<file path="src/rtl/udp_payload_sched.sv">
// Multi-channel payload scheduler for the UDP transmit engine: per-channel snapshot queueing,
// round-robin packet launch with optional header word, MSB-first word serialization, gap and timeout.
module udp_payload_sched #(
    parameter int NUM_CH       = 4,
    parameter int PAYLOAD_BITS = 88,
    parameter int HDR_EN       = 1,
    parameter int GAP_CYCLES   = 12,
    parameter int TIMEOUT_CYC  = 4096
) (
    input  logic                           i_clk,
    input  logic                           i_rst_n,
    input  logic [NUM_CH*PAYLOAD_BITS-1:0] i_ch_payload,
    input  logic [NUM_CH-1:0]              i_ch_trigger,
    output logic                           o_tx_start_en,
    output logic [15:0]                    o_tx_byte_num,
    output logic [31:0]                    o_tx_data,
    input  logic                           i_tx_req,
    input  logic                           i_tx_done,
    output logic                           o_busy,
    output logic [NUM_CH-1:0]              o_ch_drop,
    output logic [15:0]                    o_drop_cnt,
    output logic                           o_timeout_err
);

    localparam int PAYLOAD_BYTES = (PAYLOAD_BITS + 7) / 8;
    localparam int HDR_BITS      = (HDR_EN != 0) ? 32 : 0;
    localparam int BYTE_NUM      = PAYLOAD_BYTES + HDR_BITS / 8;
    localparam int WORDS         = (BYTE_NUM + 3) / 4;
    localparam int BUF_BITS      = WORDS * 32;
    localparam int CH_W          = (NUM_CH > 1) ? $clog2(NUM_CH) : 1;
    localparam int IDX_W         = $clog2(WORDS + 1);
    localparam int TMO_W         = $clog2(TIMEOUT_CYC + 1);
    localparam int GAP_W         = $clog2(GAP_CYCLES + 1);

    localparam logic [1:0] ST_IDLE  = 2'd0;
    localparam logic [1:0] ST_START = 2'd1;
    localparam logic [1:0] ST_SEND  = 2'd2;
    localparam logic [1:0] ST_GAP   = 2'd3;

    logic [1:0]              r_state;
    logic [NUM_CH-1:0]       r_pending;
    logic [PAYLOAD_BITS-1:0] r_snap [NUM_CH];
    logic [NUM_CH-1:0][15:0] r_seq;
    logic [CH_W-1:0]         r_rr_ptr;
    logic [31:0]             r_buf [WORDS];
    logic [IDX_W-1:0]        r_word_idx;
    logic [TMO_W-1:0]        r_tmo_cnt;
    logic [GAP_W-1:0]        r_gap_cnt;
    logic [15:0]             r_drop_cnt;
    logic [NUM_CH-1:0]       r_ch_drop;
    logic                    r_timeout_err;
    logic [31:0]             r_tx_data;

    logic                    w_grant_vld;
    logic [CH_W-1:0]         w_grant_id;
    logic [CH_W-1:0]         w_cand;
    logic [NUM_CH-1:0]       w_grant_oh;
    logic [NUM_CH-1:0]       w_drop;
    logic [16:0]             w_drop_sum;
    logic [BUF_BITS-1:0]     w_buf;
    logic [IDX_W-1:0]        w_sel;
    logic [31:0]             w_word;

    // Descending scan so the nearest pending channel after r_rr_ptr is the last one written.
    always_comb begin
        w_grant_vld = 1'b0;
        w_grant_id  = '0;
        w_cand      = '0;
        for (int k = NUM_CH; k >= 1; k--) begin
            w_cand = CH_W'((int'(r_rr_ptr) + k) % NUM_CH);
            if (r_pending[w_cand]) begin
                w_grant_vld = (r_state == ST_IDLE);
                w_grant_id  = w_cand;
            end
        end
    end

    always_comb begin
        w_grant_oh = '0;
        if (w_grant_vld) begin
            w_grant_oh[w_grant_id] = 1'b1;
        end
        w_drop     = i_ch_trigger & r_pending & ~w_grant_oh;
        w_drop_sum = {1'b0, r_drop_cnt};
        for (int c = 0; c < NUM_CH; c++) begin
            w_drop_sum = w_drop_sum + 17'(w_drop[c]);
        end
    end

    always_comb begin
        w_buf = '0;
        if (HDR_EN != 0) begin
            w_buf[BUF_BITS-1 -: 32] = {8'hA5, 4'h0, 4'(w_grant_id), r_seq[w_grant_id]};
        end
        w_buf[BUF_BITS-1-HDR_BITS -: PAYLOAD_BITS] = r_snap[w_grant_id];
    end

    // Requests beyond the last word keep re-reading the last word.
    always_comb begin
        w_sel  = (r_word_idx >= IDX_W'(WORDS)) ? IDX_W'(WORDS - 1) : r_word_idx;
        w_word = '0;
        for (int w = 0; w < WORDS; w++) begin
            if (w_sel == IDX_W'(w)) begin
                w_word = r_buf[w];
            end
        end
    end

    always_ff @(posedge i_clk or negedge i_rst_n) begin
        if (!i_rst_n) begin
            r_pending  <= '0;
            r_ch_drop  <= '0;
            r_drop_cnt <= '0;
            for (int c = 0; c < NUM_CH; c++) begin
                r_snap[c] <= '0;
            end
        end else begin
            // A granted channel hands its old snapshot to the buffer and may recapture at once.
            for (int c = 0; c < NUM_CH; c++) begin
                if (i_ch_trigger[c] && (!r_pending[c] || w_grant_oh[c])) begin
                    r_snap[c]    <= i_ch_payload[c*PAYLOAD_BITS +: PAYLOAD_BITS];
                    r_pending[c] <= 1'b1;
                end else if (w_grant_oh[c]) begin
                    r_pending[c] <= 1'b0;
                end
            end
            r_ch_drop  <= w_drop;
            r_drop_cnt <= w_drop_sum[16] ? 16'hFFFF : w_drop_sum[15:0];
        end
    end

    always_ff @(posedge i_clk or negedge i_rst_n) begin
        if (!i_rst_n) begin
            r_state       <= ST_IDLE;
            r_seq         <= '0;
            r_rr_ptr      <= CH_W'(NUM_CH - 1);
            r_word_idx    <= '0;
            r_tmo_cnt     <= '0;
            r_gap_cnt     <= '0;
            r_tx_data     <= '0;
            r_timeout_err <= 1'b0;
            for (int w = 0; w < WORDS; w++) begin
                r_buf[w] <= '0;
            end
        end else begin
            r_timeout_err <= 1'b0;
            case (r_state)
                ST_IDLE: begin
                    if (w_grant_vld) begin
                        for (int w = 0; w < WORDS; w++) begin
                            r_buf[w] <= w_buf[BUF_BITS-1-32*w -: 32];
                        end
                        r_seq[w_grant_id] <= r_seq[w_grant_id] + 16'd1;
                        r_rr_ptr          <= w_grant_id;
                        r_word_idx        <= '0;
                        r_state           <= ST_START;
                    end
                end
                ST_START: begin
                    r_tmo_cnt <= '0;
                    r_state   <= ST_SEND;
                end
                ST_SEND: begin
                    if (i_tx_req) begin
                        r_tx_data <= w_word;
                        if (r_word_idx < IDX_W'(WORDS)) begin
                            r_word_idx <= r_word_idx + IDX_W'(1);
                        end
                    end
                    if (i_tx_done) begin
                        r_gap_cnt <= '0;
                        r_state   <= ST_GAP;
                    end else if (r_tmo_cnt == TMO_W'(TIMEOUT_CYC - 1)) begin
                        r_timeout_err <= 1'b1;
                        r_gap_cnt     <= '0;
                        r_state       <= ST_GAP;
                    end else begin
                        r_tmo_cnt <= r_tmo_cnt + TMO_W'(1);
                    end
                end
                ST_GAP: begin
                    if (r_gap_cnt == GAP_W'(GAP_CYCLES - 1)) begin
                        r_state <= ST_IDLE;
                    end else begin
                        r_gap_cnt <= r_gap_cnt + GAP_W'(1);
                    end
                end
                default: r_state <= ST_IDLE;
            endcase
        end
    end

    assign o_tx_start_en = (r_state == ST_START);
    assign o_tx_byte_num = 16'(BYTE_NUM);
    assign o_tx_data     = r_tx_data;
    assign o_busy        = (r_state != ST_IDLE);
    assign o_ch_drop     = r_ch_drop;
    assign o_drop_cnt    = r_drop_cnt;
    assign o_timeout_err = r_timeout_err;

endmodule

</file>
<file path="config.mk">
export PLATFORM = sky130hd
export DESIGN_NAME = udp_payload_sched
export DESIGN_NICKNAME = d
export VERILOG_FILES = /design/src/rtl/udp_payload_sched.sv
export SDC_FILE = /design/constraint.sdc
export NUM_CORES = 1
export LEC_CHECK = 0
export CORE_MARGIN = 3
export CORE_UTILIZATION = 49
export CTS_CLUSTER_SIZE = 16
export DETAILED_ROUTE_END_ITERATION = 12
export PLACE_DENSITY_LB_ADDON = 0.15
export SYNTH_ARGS = -nofsm -noshare
export SYNTH_HDL_FRONTEND = slang
export SYNTH_SLANG_ARGS = --single-unit
</file>
<file path="constraint.sdc">
create_clock -name i_clk -period 4.25 [get_ports i_clk]
set_clock_uncertainty 0.05 [all_clocks]
set_input_delay 1.275 -clock i_clk [delete_from_list [all_inputs] [get_ports i_clk]]
set_output_delay 1.275 -clock i_clk [all_outputs]
set_load 0.05 [all_outputs]
</file>
==> results by group <==
Synth
  • Seq/Total Area, Yosys: 55.7%
  • Number of synthesized flops with an enable pin: 0
  • Most frequent cells after synthesis: 745 x nand2_1, 602 x dfrtp_1, 357 x mux2_2, 291 x nand3_1, 104 x clkbuf_1
  • Dominant cells by area after synthesis: dfrtp_1 56%, mux2_2 15%, nand2_1 10%, nand3_1 5.4%, o21ai_0 1.7%
  • Synth Instances: 2,645
  • Yosys reg bits: 604
  • Count leader, synth: nand2_1
  • Post-Syn Area per Cell: 10.3 um^2
  • Netlist cell types: 56
  • Synth top area share: 55.5%
  • Main flop type after synthesis: dfrtp_1
  • Async set or reset register ratio after synthesis: 100%
  • Mapped cell area: 27,100 um^2
  • YS warnings: 0
  • Yosys top cell by area: dfrtp_1

Routing
  • Vias: 21,200
  • Routed len/inst: 21.4 um
  • 1st-iter DRT viols: 1,712
  • Final WL: 81,600 um
  • Antenna Nets Post-Route: 0
  • # DRC: 0
  • Pre-antenna DRT Iters: 6
  • Via density: 5.56

GRT
  • Pin count of the biggest net entering global routing: 212
  • GRT Total Usage: 27.7%
  • Total grt overflow: 0
  • Vias in the first global route: 21,400
  • Initial antenna violation count: 6
  • Global-route wire length before repair: 124,000 um

Clock tree
  • CTS Buf Count: 67
  • Hold-fix buffers, CTS: 0
  • Post-CTS sizing: 0
  • Clock transition at the registers of the reported paths: 60 ps
  • CTS tree: done
  • CTS Sinks: 604
  • Clk Tree Root Cell: clkbuf_16
  • H-tree depth: 3
  • Max clock buf depth: 3
  • Clock latency on the worst-skew pair: 610 ps
  • Post-CTS Setup Bufs: 0

Critical path
  • Critical path cell sequence: nand2_1 > a21oi_1 > o221a_4 > nand3_1 > and3_1 > fa_1 > inv_1 > fa_1 > inv_1 > fa_1 > and3_1 > nand3_1 > nor2_1 > nand3_1 > or2_2 > o21ai_0
  • WP data arrival: 4500 ps
  • Req. time, crit path: 4730 ps
  • Crit end category: register
  • Critical path buffers and inverters: 2
  • Max incr delay on CP: 590 ps
  • Reg2Reg Depth: 16
  • CP startpoint kind: register
  • WS Path Type: reg -> reg
  • Crit path depth: 16
  • Worst path top cell family by delay: simple AND/OR/NAND/NOR gates
  • RR Startpoint: r_rr_ptr[1]
  • Critical path origin: r_rr_ptr[1]
  • Crit-path max FO: 13
  • Slowest-stage cell, CP: dfstp_2

Pwr
  • Lkg Pwr: 15.5 nW
  • PwrDens: 854 nW/um^2
  • Max IR drop VDD: 0.816 mV

STA
  • Fin crit share: 94.7%
  • Hold Fails Final Rpt: 0
  • Worst slew pin tran: 1390 ps
  • Min cycle time layout: 4020 ps
  • RSZ-0062 raised after global routing: false
  • Total negative slack: 0 ps
  • Final Max Tran Viols: 0
  • Max Clk Rate: 248 MHz
  • Final setup viols: 0
  • Rel. slew slack: 7.63%

Floorplanning
  • DIE WIDTH: 241 um
  • Die area: 58,200 um^2
  • Starting Density: 49.9%
  • Core area: 54,300 um^2
  • Num rows: 85
  • Chip height: 241 um
  • # IOs: 431

Final layout
  • Fin util: 63.2%
  • Final nets: 3,387
  • P&R area growth vs syn: 26.5%
  • Fill cells: 4,366
  • Layout cell share with drive strength beyond 1: 18.2%

Placed design
  • Placer Congestion: 0.839
  • Port bufs: 414
  • DP HPWL: 55,900 um

Min path
  • Hold path startpoint: r_buf[96]
  • Cell depth of the worst hold path: 2
  • Hold Crit Class: reg -> reg

Run status
  • Status: complete, no violations

Job
  • Max-Cap Viols: 0
-- worst reg2reg max path, delay by kind of cell (launching register included) --
family / cells / cell delay [ps]
AND/OR/NAND/NOR: 8 / 1390
adder cells (fa/ha/maj): 3 / 1060
AO/OA/AOI/OAI: 3 / 710
flip-flops: 1 / 590
buffers and inverters: 2 / 150
-- state kept, by name (all words and copies together) (netlist names) --
name	count
o_ch_drop	4
r_word_idx	3
r_rr_ptr	2
o_tx_data	32
o_drop_cnt	16
r_snap	352
r_gap_cnt	4
r_buf	107
o_timeout_err	1
r_tmo_cnt	13
r_seq	64
r_state	2
r_pending	4
-- path summary, 6_finish.rpt --
path | slack [ps] | endpoint
max reg2reg | 230 | o_drop_cnt[13]
max in group asynchronous | 2510 | r_snap[235]
min | 420 | r_buf[96]
max | 230 | o_drop_cnt[13]
min in group asynchronous | 610 | r_tmo_cnt[7]
min reg2reg | 420 | r_buf[96]
-- report_power, final --
group          leakage, nW  total (mW)  internal, mW  switching, mW
registers             7.44        9.99          8.46           1.53
logic                 6.92        13.5          5.17           8.28
clock network         1.11        5.86          3.48           2.38
-- metrics by stage --
step | power (mW) | hold slack (ps) | setup WS, ps | instance area, um^2 | instances
2_1_floorplan | 19.0 | 385 | 27.0 | 27200 | 2659
6_report | 29.3 | 425 | 225 | 34300 | 3808
5_1_grt | 31.1 | 445 | 5.36 | 34300 | 3806
3_3_place_gp | 22.9 | 401 | -57.4 | 32100 | 3684
4_1_cts | 29.3 | 427 | 200 | 34300 | 3803
3_5_place_dp | 23.4 | 412 | -101 | 32100 | 3684
-- metal layers --
| layer | vias up | routed length, um | global-route usage, % |
|---|---|---|---|
| met5 | - | 27 | 0 |
| met4 | 4 | 2200 | 8.47 |
| met3 | 138 | 5220 | 5.50 |
| met2 | 712 | 39800 | 45.7 |
| met1 | 10600 | 34400 | 37.4 |
| li1 | 9667 | - | - |
-- cells by family after synthesis --
logic type	after synthesis	synth area share, %
AOI/OAI and AO/OA	259	5.57
xor gates and xnor gates	28	0.904
adders and majority gates	13	0.682
buffers and inverters	203	3.39
DFF	604	55.7
muxes	377	15.6
other	2	0.0277
and+or+nand+nor	1159	18.2
-- cell type report --
class	instances	area [um^2]	share of cell area, %
Antenna cell	5	12.5	0.0364
Clock buffer	94	1960	5.71
Clock inverter	25	262	0.762
Inverter	19	71.3	0.208
Multi-Input combinational cell	1852	11200	32.8
Sequential cell	604	15100	44.0
Tap cell	739	925	2.69
Timing Repair Buffer	470	4730	13.8
-- cells in the final DEF, fill, tap and decap left out, drive strengths merged, types with 6 or more instances in the layout --
cell type      instances
mux2i                 20
nor2b                  6
clkbuf                94
nor3                  12
xor2                   7
xnor2                 21
buf                   57
nand3                292
clkdlybuf4s50        413
a22oi                 24
a21oi                 92
nor4                   6
conb                  16
o21ai                114
nand4                  9
ha                    10
nor2                  56
a22o                   8
nand2                745
mux2                 357
inv                   24
or3                    6
nand2b                 9
and3                   9
dfrtp                602
clkinv                15
Power figures use the tool's default switching activity.
